===== config.mk =====
export PLATFORM = sky130hd
export DESIGN_NAME = skip_adder_pipe
export DESIGN_NICKNAME = d
export VERILOG_FILES = /design/src/rtl/skip_adder_pipe.sv
export SDC_FILE = /design/constraint.sdc
export NUM_CORES = 1
export LEC_CHECK = 0
export ABC_AREA = 1
export BUFFER_PORTS_ARGS = -buffer_cell sky130_fd_sc_hd__buf_4
export CORE_MARGIN = 2
export CORE_UTILIZATION = 45
export DETAILED_ROUTE_END_ITERATION = 16
export GPL_TIMING_DRIVEN = 0
export MAX_ROUTING_LAYER = met4
export RECOVER_POWER = 50
export SYNTH_ARGS = -nofsm -noshare
export SYNTH_HDL_FRONTEND = slang
export SYNTH_SLANG_ARGS = --single-unit

===== constraint.sdc =====
create_clock -name clk -period 5.05 [get_ports clk]
set_input_delay 0.7575 -clock clk [delete_from_list [all_inputs] [get_ports clk]]
set_output_delay 0.7575 -clock clk [all_outputs]
set_load 0.005 [all_outputs]

===== src/rtl/skip_adder_pipe.sv =====
// rtl/skip_adder_pipe.sv - pipelined carry-skip adder/subtractor with valid/ready stream handshake
module skip_adder_pipe #(
  parameter int WIDTH = 16,
  parameter int BLOCK = 4,
  parameter int GPS   = 1
) (
  input  logic                     clk,
  input  logic                     rst_n,
  input  logic                     in_valid,
  output logic                     in_ready,
  input  logic [WIDTH-1:0]         in_a,
  input  logic [WIDTH-1:0]         in_b,
  input  logic                     in_ci,
  input  logic                     in_sub,
  output logic                     out_valid,
  input  logic                     out_ready,
  output logic [WIDTH-1:0]         out_s,
  output logic                     out_co,
  output logic                     out_ovf,
  output logic [WIDTH/BLOCK-1:0]   out_prop
);

  localparam int GROUPS = WIDTH / BLOCK;
  localparam int SW     = BLOCK * GPS;
  localparam int NSTG   = GROUPS / GPS;

  logic             adv;
  logic [WIDTH-1:0] b_eff;

  // Whole pipeline advances as one; a held output freezes every stage.
  assign adv      = !out_valid || out_ready;
  assign in_ready = adv;
  assign b_eff    = in_sub ? ~in_b : in_b;

  for (genvar k = 0; k < NSTG; k++) begin : g_stage
    localparam int LO = k * SW;

    logic [SW-1:0]          cur_a;
    logic [SW-1:0]          cur_b;
    logic [SW-1:0]          s_n;
    logic [GPS-1:0]         p_n;
    logic                   cin;
    logic                   v_in;
    logic                   c_n;
    logic                   c_run;
    logic                   c_rip;
    logic [LO+SW-1:0]       s_all;
    logic [k*GPS+GPS-1:0]   p_all;
    logic [LO+SW-1:0]       s_q;
    logic [k*GPS+GPS-1:0]   p_q;
    logic                   c_q;
    logic                   v_q;

    if (k == 0) begin : g_first
      assign cur_a = in_a[SW-1:0];
      assign cur_b = b_eff[SW-1:0];
      assign cin   = in_sub | in_ci;
      assign v_in  = in_valid;
      assign s_all = s_n;
      assign p_all = p_n;
    end else begin : g_next
      assign cur_a = g_stage[k-1].g_fwd.a_q[SW-1:0];
      assign cur_b = g_stage[k-1].g_fwd.b_q[SW-1:0];
      assign cin   = g_stage[k-1].c_q;
      assign v_in  = g_stage[k-1].v_q;
      assign s_all = {s_n, g_stage[k-1].s_q};
      assign p_all = {p_n, g_stage[k-1].p_q};
    end

    // Ripple inside each group; the group carry-out takes the skip path when all bits propagate.
    always_comb begin
      c_run = cin;
      c_rip = 1'b0;
      s_n   = '0;
      p_n   = '0;
      for (int g = 0; g < GPS; g++) begin
        c_rip = c_run;
        for (int j = 0; j < BLOCK; j++) begin
          s_n[g*BLOCK+j] = cur_a[g*BLOCK+j] ^ cur_b[g*BLOCK+j] ^ c_rip;
          c_rip = (cur_a[g*BLOCK+j] & cur_b[g*BLOCK+j]) |
                  (cur_a[g*BLOCK+j] & c_rip) |
                  (cur_b[g*BLOCK+j] & c_rip);
        end
        p_n[g] = &(cur_a[g*BLOCK +: BLOCK] ^ cur_b[g*BLOCK +: BLOCK]);
        c_run  = p_n[g] ? c_run : c_rip;
      end
      c_n = c_run;
    end

    always_ff @(posedge clk or negedge rst_n) begin
      if (!rst_n) begin
        v_q <= 1'b0;
        c_q <= 1'b0;
        s_q <= '0;
        p_q <= '0;
      end else if (adv) begin
        v_q <= v_in;
        c_q <= c_n;
        s_q <= s_all;
        p_q <= p_all;
      end
    end

    if (k < NSTG - 1) begin : g_fwd
      localparam int REM = WIDTH - LO - SW;
      logic [REM-1:0] a_d;
      logic [REM-1:0] b_d;
      logic [REM-1:0] a_q;
      logic [REM-1:0] b_q;

      if (k == 0) begin : g_src0
        assign a_d = in_a[WIDTH-1:SW];
        assign b_d = b_eff[WIDTH-1:SW];
      end else begin : g_srcn
        assign a_d = g_stage[k-1].g_fwd.a_q[REM+SW-1:SW];
        assign b_d = g_stage[k-1].g_fwd.b_q[REM+SW-1:SW];
      end

      always_ff @(posedge clk or negedge rst_n) begin
        if (!rst_n) begin
          a_q <= '0;
          b_q <= '0;
        end else if (adv) begin
          a_q <= a_d;
          b_q <= b_d;
        end
      end
    end else begin : g_last
      logic ovf_n;
      logic ovf_q;

      // Carry into the MSB is recovered from its sum bit: c = s ^ a ^ b.
      assign ovf_n = cur_a[SW-1] ^ cur_b[SW-1] ^ s_n[SW-1] ^ c_n;

      always_ff @(posedge clk or negedge rst_n) begin
        if (!rst_n) begin
          ovf_q <= 1'b0;
        end else if (adv) begin
          ovf_q <= ovf_n;
        end
      end
    end
  end

  assign out_valid = g_stage[NSTG-1].v_q;
  assign out_s     = g_stage[NSTG-1].s_q;
  assign out_co    = g_stage[NSTG-1].c_q;
  assign out_prop  = g_stage[NSTG-1].p_q;
  assign out_ovf   = g_stage[NSTG-1].g_last.ovf_q;

endmodule

# Yosys cells after proc, flatten, opt, wreduce, memory -nomap -nowiden
# Index checks and enable logic that the tools add are counted.
# word_totals
reg_bits	107
# op_classes
mux	5
bitwise	120
reduce_logical	6
# op_table
operator	n
1-bit bitwise AND	48
1-bit bitwise XOR	34
1-bit OR	33
16-bit two-way mux	1
16-bit NOT	1
4-bit AND reduction	4
4-bit bitwise XOR	4
1-bit two-way mux	4
1-bit zero test	1
1-bit logical OR	1

# Logic depth before layout (Yosys ltp)
# logic_depth
ltp_word	15
mapped_depth	14

# Least setup slack after synthesis
# Ideal clock, no wire load.
# synth_timing
path_kind	in2reg
from	input in_sub
to	register g_stage[0].s_q[3]
setup_ns	0.116
t_arrival_ns	2.790
t_required_ns	4.934
setup_slack_ns	2.143
cell_stages	11
n_path_buf	2
cell_sequence	buf_6 buf_6 xor2_1 fa_1 inv_1 fa_1 fa_1 inv_1 fa_1 nand2_1 nand2_1
# synth_via
elab_chain_len	11
word_cells_on_any_way	19
# synth_rtl
item	line	text
from (decl)	14	input logic in_sub,
16-bit two-way mux or 1-bit OR (tied branches)	33, 57	
1-bit bitwise AND (on tied branches)	80, 81	
1-bit OR	80	c_rip = (cur_a[g*BLOCK+j] & cur_b[g*BLOCK+j]) |
1-bit OR	81	(cur_a[g*BLOCK+j] & c_rip) |
1-bit bitwise AND	81	
1-bit OR	80	
1-bit OR	81	
1-bit bitwise AND	81	
1-bit OR	80	
1-bit OR	81	
1-bit bitwise XOR (*)	79	s_n[g*BLOCK+j] = cur_a[g*BLOCK+j] ^ cur_b[g*BLOCK+j] ^ c_rip;
named net g_stage[0].s_all[3]	47	logic [LO+SW-1:0] s_all;
to (signal assigned)	99	s_q <= s_all;
to (decl)	49	logic [LO+SW-1:0] s_q;
# The timed path passes the listed nets; every way through them passes the cells marked *.
# A chain may end at the register's enable or synchronous reset.

==> impl_metrics.json <==
{
  "die_h_um": 109,
  "crit_chain": "clkbuf_1 > clkbuf_2",
  "syn_nets": 581,
  "diodes": 0,
  "vias": 3382,
  "postSynthCellCount": 511,
  "clock_latency_ns": 0.38,
  "numCtsBuffers": 9,
  "gp_congestion": 0.839,
  "maxCapViolCount": 1,
  "ys_warn_count": 0,
  "synth_edf_count": 0,
  "crit_required_ns": 5.01,
  "cp-end-kind": "async pin",
  "crit_buf_inv": 2,
  "cts_sinks": 107,
  "critPathMaxFanout": 104,
  "antenna_found_initial": 0,
  "post_cts_buffers": 0,
  "drt_wl_total_um": 9960,
  "max_freq_ghz": 0.348,
  "cts_tree": "built",
  "violations": "capacitance limit, slew limit",
  "min_period_ns": 2.88,
  "cp-start-kind": "primary input",
  "fin_area_sq_um": 5760,
  "viasPerCell": 4.65,
  "yosys.area.top_type_share_pct": 54.1,
  "slew_headroom_pct": -67.1,
  "crit_type": "primary input to async pin",
  "dpl_cell_area_sq_um": 5580,
  "post-dp-hpwl_um": 7250,
  "grt_max_degree": 108,
  "layout.nets": 653,
  "ctsLongestPathBuffers": 2,
  "crit_arrival_ns": 2.84,
  "hold_class": "primary input to async pin",
  "grt_pass1_vias": 3353,
  "die_w_um": 109,
  "synth.largest_area_cell": "dfrtp_1",
  "finalSetupTns_ns": 0,
  "drv_slew": 105,
  "num_rows": 38,
  "syn_area_per_cell_sq_um": 9.69,
  "core-area_sq_um": 10800,
  "port_buffers": 60,
  "dieArea_sq_um": 11900,
  "synth-seq-area-share_pct": 54.1,
  "ctsHoldBuffers": 0,
  "status": "finished with violations",
  "start_util_pct": 45.9,
  "first_pass_iters": 4,
  "yosys_register_bits": 107,
  "io_pins": 62,
  "powerDensity_nw_per_um2": 576,
  "cts.repair.resized": 0,
  "fin_hold_ws_ns": 0.185,
  "track_usage_pct": 18.8,
  "crit_family": "buffers and inverters",
  "h-tree-depth": 3,
  "finalSetupViolations": 0,
  "ir_worst_vdd_mv": 0.200,
  "highest_layer": "met4",
  "met1_length_um": 4830,
  "synth_cell_types": 23,
  "synth_area_sq_um": 4950,
  "critPathMaxStageDelay_ns": 1.77,
  "drive_gt1_share_pct": 18.7,
  "worst_slew_pin_slew_ns": 2.51,
  "synth_ff_type": "dfrtp_1",
  "synthTopCellsByArea": "dfrtp_1 (54%), nand2_1 (16%), fa_1 (6.5%)",
  "routedWlPerCell_um": 13.7,
  "root_buffer": "clkbuf_8",
  "syn2layout_area_growth_pct": 16.3,
  "hold_viol_final": 0,
  "cp_slowest_cell": "clkbuf_2",
  "met3_length_um": 299,
  "wl_met2_um": 4720,
  "grt_overflow_total": 0,
  "period_share_pct": 57.0,
  "ys_async_sr_fraction_pct": 100,
  "rsz0062_at_grt": "no",
  "grt_pass1_wl_um": 16400,
  "power_leakage_nw": 2.99,
  "path_clk_slew_ns": 0.11,
  "final_antenna_net_count": 0,
  "clock_skew_ns": 0.0135,
  "drc": 0,
  "drtIter0Drc": 153
}
[power breakdown]
group / internal, W / switching, W
Sequential: 0.00123 / 0.000222
Clock: 0.000238 / 0.000313
Combinational: 0.000578 / 0.000742
[Yosys cell counts, types with 2 or more instances]
master and instances:
xnor2_1 14, nor2_1 2, dfrtp_1 107, clkbuf_1 2, inv_1 46, fa_1 16
o21ai_0 32, nand3_1 2, buf_6 13, buf_2 7, nand4_1 3, o21ai_2 14
xor2_1 2, o21ai_1 18, ha_1 16, nand2_1 210
[per-layer routing]
layer | track usage, % | vias up
met5 | - | -
met3 | 2.87 | 11
li1 | - | 1698
met4 | 5.22 | 0
met1 | 25.9 | 1615
met2 | 29.2 | 58
[worst paths after layout]
path / cells after the start / startpoint / endpoint / slack (ns)
max in group clk: 6 / out_ready / in_ready / 2.18
min in group clk: 2 / g_stage[2].v_q / out_valid / 0.46
worst min register to register: 2 / g_stage[2].v_q / out_valid / 0.46
worst max register to register: 13 / g_stage[2].c_q / out_ovf / 2.47
worst min-delay path: 1 / rst_n / g_stage[0].g_fwd.a_q[6] / 0.18
worst max-delay path: 2 / rst_n / out_s[10] / 2.17
[kinds of logic after synthesis]
kind of cell,after synthesis,share of synthesized area (%)
and+or+nand+nor,219,17.0
buffers and inverters,72,7.98
DFF,107,54.1
AOI/OAI and AO/OA,65,7.63
adders and majority gates,32,10.5
xor gates and xnor gates,16,2.83
[placed cells by master (no fill, tap or decap), types with 9 or more instances in the layout]
cell type  Yosys  layout
buf_4          1      59
o21ai_2       14      14
dfrtp_1      107     107
nand2_1      210     211
o21ai_1       18      18
inv_1         46      46
fa_1          16      16
clkbuf_8       0       9
ha_1          16      16
buf_6         13      11
o21ai_0       32      32
xnor2_1       14      14
[worst register-to-register path: stages (launching register included)]
cell and delay (ns):
dfrtp_1 0.43, inv_1 0.12, fa_1 0.18, inv_1 0.05, fa_1 0.37, fa_1 0.38, inv_1 0.09, fa_1 0.46
nand2_1 0.09, nand2_1 0.07, a21oi_1 0.12, nand2_1 0.07, nand2_1 0.06, inv_1 0.04
[sequential cells by signal, indices dropped and copies added (netlist names)]
signal,flops
g_stage.c_q,3
out_valid,1
out_s,16
g_stage.p_q,6
out_ovf,1
out_prop,4
out_co,1
g_stage.v_q,3
g_stage.g_fwd.a_q,24
g_stage.s_q,24
g_stage.g_fwd.b_q,24
[metrics by stage]
step                      cells  total power, W  setup slack (ns)  utilization (%)
after floorplan             511         0.00229              2.14                -
after global placement      711         0.00274              1.99             51.7
after detailed placement    711         0.00280              1.89             51.7
after CTS                   727         0.00336              2.29             53.6
after global routing        728         0.00360              1.66             53.4
final                       728         0.00332              2.17             53.4
[final cells by class]
type / instances / area [sq um]
Clock inverter: 7 / 81.3
Tap cell: 140 / 175
Clock buffer: 9 / 124
Multi-Input combinational cell: 332 / 1870
Fill cell: 1009 / 5030
Inverter: 47 / 179
Buffer: 25 / 199
Timing Repair Buffer: 61 / 452
Sequential cell: 107 / 2680
Power figures use the tool's default switching activity.
